### config.mk
export PLATFORM = sky130hd
export DESIGN_NAME = tone_player
export DESIGN_NICKNAME = d
export VERILOG_FILES = /design/src/rtl/tone_player.sv
export SDC_FILE = /design/constraint.sdc
export NUM_CORES = 1
export LEC_CHECK = 0
export ABC_AREA = 1
export CORE_UTILIZATION = 55
export DETAILED_ROUTE_END_ITERATION = 8
export PLACE_DENSITY = 0.84
export SETUP_SLACK_MARGIN = 0.15
export SYNTH_ARGS = -nofsm -noshare
export SYNTH_HDL_FRONTEND = slang
export SYNTH_SLANG_ARGS = --single-unit
### constraint.sdc
create_clock -name clk -period 3.55 [get_ports clk]
set_input_delay 0.8875 -clock clk [delete_from_list [all_inputs] [get_ports clk]]
set_output_delay 0.8875 -clock clk [all_outputs]
set_load 0.01 [all_outputs]
### src/rtl/tone_player.sv
// tone_player: plays one square-wave tone (or a rest) for a requested number
// of milliseconds.
//
// Ports
//   clk            sole clock, rising edge
//   rst_n          asynchronous active-low reset
//   sound0..sound4 tone periods in microseconds (13 bits each)
//   sel            0..4 selects sound0..sound4, 5..7 selects a rest
//   duration_ms    play length in ms, captured together with start
//   start          play request, honoured only while idle and stop is low
//   stop           aborts a play in progress (no done pulse)
//   speaker        registered square-wave output
//   busy           registered, high while playing
//   done           registered one-cycle pulse on normal completion
module tone_player #(
  parameter int CYCLES_PER_US = 50
) (
  input  logic        clk,
  input  logic        rst_n,
  input  logic [12:0] sound0,
  input  logic [12:0] sound1,
  input  logic [12:0] sound2,
  input  logic [12:0] sound3,
  input  logic [12:0] sound4,
  input  logic [2:0]  sel,
  input  logic [9:0]  duration_ms,
  input  logic        start,
  input  logic        stop,
  output logic        speaker,
  output logic        busy,
  output logic        done
);

  typedef enum logic {IDLE, PLAY} state_t;

  localparam logic [9:0] PRESC_MAX = 10'(CYCLES_PER_US - 1);
  localparam logic [9:0] US_MAX    = 10'd999;

  // Half period in microseconds; a zero result would never toggle, so clamp to 1.
  function automatic logic [11:0] half_of(input logic [12:0] period);
    logic [11:0] h;
    h = period[12:1];
    return (h == 12'd0) ? 12'd1 : h;
  endfunction

  state_t      state, state_nxt;
  logic [12:0] sel_period;
  logic [12:0] period_q;
  logic        rest_q;
  logic [9:0]  dur_q;
  logic [9:0]  presc;
  logic [11:0] half_cnt;
  logic [9:0]  us_cnt;
  logic [9:0]  ms_cnt;
  logic [11:0] half_eff;
  logic        accept, tick, toggle, us_wrap, finish;
  logic        speaker_nxt, busy_nxt, done_nxt;

  always_comb begin
    case (sel)
      3'd0:    sel_period = sound0;
      3'd1:    sel_period = sound1;
      3'd2:    sel_period = sound2;
      3'd3:    sel_period = sound3;
      3'd4:    sel_period = sound4;
      default: sel_period = 13'd0;
    endcase
  end

  always_comb begin
    half_eff    = half_of(period_q);
    accept      = (state == IDLE) && start && !stop;
    tick        = (state == PLAY) && (presc == PRESC_MAX);
    toggle      = tick && (half_cnt == half_eff - 12'd1);
    us_wrap     = tick && (us_cnt == US_MAX);
    // A zero duration finishes after a single PLAY cycle.
    finish      = (state == PLAY) &&
                  ((dur_q == 10'd0) || (us_wrap && (ms_cnt + 10'd1 == dur_q)));
    state_nxt   = state;
    speaker_nxt = 1'b0;
    done_nxt    = 1'b0;
    case (state)
      IDLE: begin
        if (accept) state_nxt = PLAY;
      end
      PLAY: begin
        if (stop) begin
          state_nxt = IDLE;
        end else if (finish) begin
          // Completion wins over a coincident toggle: speaker returns to 0.
          state_nxt = IDLE;
          done_nxt  = 1'b1;
        end else begin
          speaker_nxt = (toggle && !rest_q) ? ~speaker : speaker;
        end
      end
      default: state_nxt = IDLE;
    endcase
    busy_nxt = (state_nxt == PLAY);
  end

  always_ff @(posedge clk or negedge rst_n) begin
    if (!rst_n) state <= IDLE;
    else        state <= state_nxt;
  end

  always_ff @(posedge clk or negedge rst_n) begin
    if (!rst_n) begin
      period_q <= 13'd0;
      rest_q   <= 1'b0;
      dur_q    <= 10'd0;
      presc    <= 10'd0;
      half_cnt <= 12'd0;
      us_cnt   <= 10'd0;
      ms_cnt   <= 10'd0;
      speaker  <= 1'b0;
      busy     <= 1'b0;
      done     <= 1'b0;
    end else begin
      speaker <= speaker_nxt;
      busy    <= busy_nxt;
      done    <= done_nxt;
      if (state == IDLE) begin
        if (accept) begin
          period_q <= sel_period;
          rest_q   <= (sel > 3'd4);
          dur_q    <= duration_ms;
          presc    <= 10'd0;
          half_cnt <= 12'd0;
          us_cnt   <= 10'd0;
          ms_cnt   <= 10'd0;
        end
      end else begin
        presc <= tick ? 10'd0 : presc + 10'd1;
        if (tick) begin
          half_cnt <= toggle  ? 12'd0 : half_cnt + 12'd1;
          us_cnt   <= us_wrap ? 10'd0 : us_cnt + 10'd1;
          if (us_wrap) ms_cnt <= ms_cnt + 10'd1;
        end
      end
    end
  end

endmodule

==> summary.txt, run 1 <==
CTS
  – Clock-pin slew of the registers on the worst-case setup and hold paths: 0.08 ns
  – Post-CTS setup repair buffer count: 0
  – CTS Buffer Depth: 2
  – Root Driver: clkbuf_8
  – Hold buffer count at cts: 0
  – CTS tree: done
  – TritonCTS Buffers: 9
  – Clock Sink Count: 68
  – CTS H-tree depth: 3
  – Later-pin clock latency in the skew report: 0.36 ns
  – Post-CTS Resized: 0

Synthesis
  – Distinct cells, synth: 41
  – Yosys warns: 0
  – Post-Syn Nets: 699
  – Register area share after synthesis: 38.6%
  – Mapped cell area: 4410 um^2
  – Post-Synthesis Cells: 611
  – Seq cells post-synth: 68
  – Syn avg cell area: 7.21 um^2

Worst hold path
  – Hold crit path type: flop to flop

Detailed routing
  – DRC: 0
  – Vias/cell: 5.45
  – Remaining antenna violation count after routing: 0
  – Routed len/inst: 13.5 um
  – Final WL: 10800 um
  – Vias: 4357
  – Initial drt markers: 180
  – DR pass1 iterations: 5

Placed design
  – Post-Place Worst Slack: 0.539 ns
  – DP HPWL: 8260 um
  – GP Congestion: 0.963
  – IO Port Bufs: 79
  – Placed Cells: 784

Critical path
  – Sequence of cells on the critical path: nor2_2 > nand2_1 > nor2_2 > nand2_4 > nand2_1 > inv_2 > ha_1 > nand2_2 > nor2_4 > xor2_1 > nor2_1 > nor2_2 > nand3_1 > nor2_1 > nand3_1 > nand3_1 > o21ai_0
  – Reg2reg start: period_q[3]
  – Critical path endpoint category: flop
  – Cell count along the critical path: 17
  – R2r setup slk: 0.82 ns
  – Worst Path Buf+Inv: 1
  – WP data arrival: 2.97 ns
  – Register-to-Register Path Depth: 17
  – CP max FO: 7
  – Setup crit end: half_cnt[10]
  – Critical Path Start Type: flop
  – Crit-path max cell delay: 0.42 ns
  – Critical path type: flop to flop
  – Reg2reg end: half_cnt[10]
  – Crit-path slowest cell: dfrtp_1
  – Worst EP required: 3.79 ns
  – Launch point of the worst path: period_q[3]
  – CP top delay family: simple AND/OR/NAND/NOR gates

Power
  – Max IR drop VDD: 165 uV
  – Clock power share: 31.7%
  – P_int: 1.52 mW
  – Comb power frac: 28.2%
  – LEAKAGE: 2.51 nW
  – Sw frac: 34.1%
  – Sequential power share: 40.1%
  – Net Switching: 0.787 mW
  – Pwr dens: 417 nW/um^2
  – Overall Power: 2.31 mW

Final layout
  – Diode count: 0
  – Commonest non-fill, non-tap cells in the layout: nand2_1 (146), inv_1 (83), clkdlybuf4s50_1 (78)
  – # nets final: 781
  – Layout area overhead: 25.5%
  – Final std cells w/o fill: 800
  – Share of layout cells above drive strength 1: 8.45%
  – Most common cell after layout, fill and taps aside: nand2_1

Timing
  – Setup Total Neg Slack: 0 ns
  – Slew @ Worst Pin: 1.02 ns
  – Pins Over Slew Limit: 0
  – Max Freq: 366 MHz
  – Worst setup margin: 0.821 ns
  – Final hold viol count: 0
  – Crit share post-route: 76.9%
  – # setup viols final: 0
  – Slew HR: 31.9%
  – Tmin final: 2.73 ns
  – Worst Skew: 0.00545 ns
  – RSZ-0062 raised after global routing: no

Global route
  – Gr ovfl total: 0
  – Met3 Usage GRT: 3.85%
  – GRT Util Overall: 27.8%
  – Largest net degree at the start of global routing: 48
  – Grt met1 use: 29.9%
  – Initial antenna violation count: 0
  – Met2 Use GR: 50.5%
  – Number of global-route vias before repair: 4391
  – GRT Max-Usage Layer: met2
  – First-pass GRT wire length: 18500 um

Status
  – Status: finished clean

Floorplan
  – FP Rows: 32
  – Die Wd: 91.5 um
  – Die height: 91.5 um
  – Starting density of the core: 57.0%
  – Core Area: 7730 um^2
  – Die area: 8380 um^2
  – # IOs: 85

Job
  – Max-Cap Viols: 0
==> sequential cells by signal (all words and copies together), names as in the netlist <==
register,cells
half_cnt,12
period_q,12
dur_q,10
ms_cnt,10
presc,10
us_cnt,10
busy,1
done,1
rest_q,1
speaker,1
==> per-layer routing <==
metal / vias to the layer above / share of wire (%)
met1: 1997 / 40
li1: 2163 / -
met4: 0 / 3.7
met2: 164 / 51
met3: 33 / 5.6
met5: - / 0
==> cell type report <==
type | instances | area (um^2)
multi-input cells | 438 | 2310
inverters | 90 | 338
well taps | 102 | 128
repair buffers | 86 | 838
clock buffers | 9 | 124
clock inverters | 7 | 98.8
flip-flops and latches | 68 | 1700
fillers | 591 | 2190
==> logic make-up after synthesis <==
group	share of synthesized area, %
mux	0.255
fa+ha+maj	1.70
compound gates	11.8
buf+inv	9.08
xor+xnor	6.56
flops	38.6
simple gates	32.0
==> worst min path at each step <==
stage               startpoint        end  slack (ns)  cells past startpoint
global route         us_cnt[1]  us_cnt[1]        0.56                      1
floorplan             dur_q[2]   dur_q[2]        0.49                      2
finish               us_cnt[1]  us_cnt[1]        0.54                      1
detailed placement   us_cnt[1]  us_cnt[1]        0.52                      1
CTS                  us_cnt[1]  us_cnt[1]        0.54                      1
global placement     us_cnt[1]  us_cnt[1]        0.50                      1
==> power groups by stage <==
| stage | Sequential, mW | Clock [mW] | Combinational, mW |
|---|---|---|---|
| 4_1_cts | 0.925 | 0.734 | 0.653 |
| 5_1_grt | 0.936 | 0.764 | 0.737 |
| 3_5_place_dp | 0.940 | 0 | 0.647 |
| 3_3_place_gp | 0.935 | 0 | 0.627 |
| 2_1_floorplan | 0.922 | 0 | 0.445 |
| 6_report | 0.926 | 0.730 | 0.650 |
==> synthesized netlist by cell type (all sizes together) <==
cell | number | share of area (%)
clkbuf | 12 | 1.1
a21o | 1 | 0.17
nor3b | 1 | 0.17
nor3 | 11 | 1.5
o21ai | 51 | 5.8
nand3 | 49 | 6.0
and2 | 1 | 0.14
nor4 | 5 | 0.71
a221oi | 8 | 1.6
xnor2 | 11 | 2.2
nor2 | 68 | 6.8
or2 | 2 | 0.28
inv | 90 | 7.7
buf | 3 | 0.37
xor2 | 22 | 4.4
nand3b | 2 | 0.34
o31ai | 1 | 0.17
a21oi | 11 | 1.3
o41ai | 1 | 0.20
o22ai | 11 | 1.6
a21boi | 2 | 0.34
a32o | 1 | 0.23
mux2 | 1 | 0.26
o32ai | 2 | 0.40
ha | 6 | 1.7
nand4 | 19 | 2.8
dfrtp | 68 | 39
nand2 | 151 | 13
==> worst register-to-register path, stage by stage, from the launching register on <==
cell and delay [ns]:
dfrtp_1 0.42, nor2_2 0.16, nand2_1 0.09, nor2_2 0.13, nand2_4 0.09, nand2_1 0.10, inv_2 0.05, ha_1 0.23
nand2_2 0.14, nor2_4 0.05, xor2_1 0.22, nor2_1 0.08, nor2_2 0.14, nand3_1 0.08, nor2_1 0.16, nand3_1 0.24
nand3_1 0.15, o21ai_0 0.09
==> stage by stage <==
stage	utilization, %	hold WS, ns	instance area (um^2)
6_report	71.6	0.544	5530
5_1_grt	71.6	0.561	5530
2_1_floorplan	-	0.487	4410
3_3_place_gp	68.7	0.503	5310
3_5_place_dp	68.7	0.525	5310
4_1_cts	71.6	0.542	5530
No activity file was read; power rests on OpenSTA's default activity.
==> run 2: changes to the inputs <==
--- a/config.mk
+++ b/config.mk
@@ -6,9 +6,9 @@
 export NUM_CORES = 1
 export LEC_CHECK = 0
 export ABC_AREA = 1
-export CORE_UTILIZATION = 55
+export CORE_UTILIZATION = 48
 export DETAILED_ROUTE_END_ITERATION = 8
-export PLACE_DENSITY = 0.84
+export PLACE_DENSITY = 0.78
 export SETUP_SLACK_MARGIN = 0.15
 export SYNTH_ARGS = -nofsm -noshare
 export SYNTH_HDL_FRONTEND = slang
==> constraint.sdc (replaced) <==
create_clock -name clk -period 2.49 [get_ports clk]
set_input_delay 0.6225 -clock clk [delete_from_list [all_inputs] [get_ports clk]]
set_output_delay 0.6225 -clock clk [all_outputs]
set_load 0.01 [all_outputs]
==> summary.txt, run 2 (synthesized netlist as in run 1, its figures left out) <==
Status
  – Status: complete, but fails checks
  – Violated checks: design-rule violations

Timing
  – Crit share post-route: 97.6%
  – Tmin final: 2.43 ns
  – # setup viols final: 0
  – Hold_ws: 0.315 ns
  – Final hold viol count: 0
  – Setup Total Neg Slack: 0 ns
  – Slew @ Worst Pin: 0.697 ns
  – RSZ-0062 raised after global routing: yes
  – Pins Over Slew Limit: 0
  – Worst Skew: 0.00766 ns
  – Max Freq: 412 MHz
  – Slew HR: 53.6%

Critical path
  – R2r setup slk: 0.06 ns
  – Critical Path Start Type: flop
  – Worst Path Buf+Inv: 2
  – Crit-path max cell delay: 0.40 ns
  – Crit-path slowest cell: dfrtp_1
  – Critical path endpoint category: flop
  – Worst EP required: 2.72 ns
  – CP top delay family: simple AND/OR/NAND/NOR gates
  – Most used cell, CP: nor2_2
  – WP data arrival: 2.66 ns
  – Critical path type: flop to flop
  – Sequence of cells on the critical path: nor2_2 > nand2_1 > nor2_2 > nand2_4 > nand2_4 > inv_4 > ha_4 > nand2_4 > nor2_4 > xor2_2 > and2_1 > nor2_2 > inv_2 > nor2_2 > nand3_2 > nor2_4 > nor2_1 > nand2_1 > o21ai_1
  – CP max FO: 7

Final layout
  – Cell area after layout: 5780 um^2
  – Commonest non-fill, non-tap cells in the layout: nand2_1 (142), inv_1 (83), clkdlybuf4s50_1 (78)
  – Util after Layout: 65.6%
  – Layout area overhead: 31.1%
  – Share of layout cells above drive strength 1: 13.5%
  – Diode count: 0
  – Top Registers: half_cnt x12, period_q x12
  – # nets final: 808
  – Most common cell after layout, fill and taps aside: nand2_1

CTS
  – Later-pin clock latency in the skew report: 0.34 ns
  – Clock-pin slew of the registers on the worst-case setup and hold paths: 0.08 ns
  – Clock Sink Count: 68
  – CTS H-tree depth: 3
  – Hold buffer count at cts: 0
  – Root Driver: clkbuf_8
  – CTS Buffer Depth: 2
  – TritonCTS Buffers: 9
  – CTS tree: done

Placed design
  – DP HPWL: 8410 um
  – IO Port Bufs: 79
  – Placed cell areas: 5480 um^2
  – GP Congestion: 0.878

Global route
  – Initial antenna violation count: 0
  – GRT Util Overall: 24.7%
  – Gr ovfl total: 0
  – Number of global-route vias before repair: 4397
  – First-pass GRT wire length: 19200 um
  – Largest net degree at the start of global routing: 41

Detailed routing
  – Remaining antenna violation count after routing: 0
  – Routed len/inst: 13.5 um
  – Vias: 4442
  – DRC: 4
  – Vias/cell: 5.34
  – DR pass1 iterations: 7
  – Initial drt markers: 216
  – Final WL: 11200 um

Worst hold path
  – Hold crit path type: input port to asynchronous set/reset pin

Floorplan
  – Core Area: 8810 um^2
  – Die Wd: 97.8 um
  – # IOs: 85
  – Die area: 9570 um^2
  – FP Rows: 34
  – Die height: 97.8 um
  – Starting density of the core: 50.1%

Job
  – Max-Cap Viols: 0

Power
  – Pwr dens: 563 nW/um^2
  – LEAKAGE: 2.64 nW
  – Overall Power: 3.25 mW
  – Max IR drop VDD: 278 uV
run 2: where the power goes:
part / internal [mW] / switching [mW]
clock: 0.355 / 0.430
sequential: 1.21 / 0.101
combinational: 0.529 / 0.631
run 2: area by class of cell:
cell class | count | area (um^2)
clock inverter | 6 | 42.5
inverter | 90 | 340
timing repair buffer | 113 | 1050
tap | 108 | 135
fill | 733 | 3030
sequential | 68 | 1700
multi-input combinational | 438 | 2380
clock buffer | 9 | 124
run 2: timing repair:
item,in CTS,in global routing
gates resized for setup,11,9
pin swaps,12,10
setup buffers,6,1
endpoints found under the setup margin,13,29
cloned,0,0
run 2: worst paths after layout:
| path | startpoint | endpoint | cells after the start |
|---|---|---|---|
| min in group clk | rest_q | speaker | 3 |
| max in group asynchronous | rst_n | half_cnt[1] | 2 |
| max | period_q[10] | half_cnt[3] | 19 |
| min reg2reg | rest_q | speaker | 3 |
| max reg2reg | period_q[10] | half_cnt[3] | 19 |
| min | rst_n | busy | 1 |
run 2: worst register-to-register path: cells and delay by family (launching register included):
family	cells	cell delay, ns
buffers and inverters	2	0.08
AO/OA/AOI/OAI	1	0.06
XOR/XNOR	1	0.14
adder cells (fa/ha/maj)	1	0.16
AND/OR/NAND/NOR	14	1.45
flip-flops	1	0.40
run 2: per-stage QoR:
step / setup WS, ns / cells
6_report: 0.0606 / 832
3_5_place_dp: -0.131 / 810
5_1_grt: -0.114 / 832
4_1_cts: 0.0481 / 831
2_1_floorplan: 0.170 / 611
3_3_place_gp: -0.0206 / 810
run 2: layer usage:
layer	up-vias	part of all wire [%]	GRT usage, %
met3	22	5.0	2.93
met2	169	50	44.3
met5	-	0	0
li1	2213	-	-
met4	0	2.0	10.7
met1	2038	42	29.7
==> run 3: changes to the inputs <==
--- a/config.mk
+++ b/config.mk
@@ -7,6 +7,7 @@
 export LEC_CHECK = 0
 export ABC_AREA = 1
 export CORE_UTILIZATION = 48
+export CTS_CLUSTER_SIZE = 12
 export DETAILED_ROUTE_END_ITERATION = 8
 export PLACE_DENSITY = 0.78
 export SETUP_SLACK_MARGIN = 0.15
==> results of run 3 <==
Final layout, timing and power as in run 2 (identical DEF).
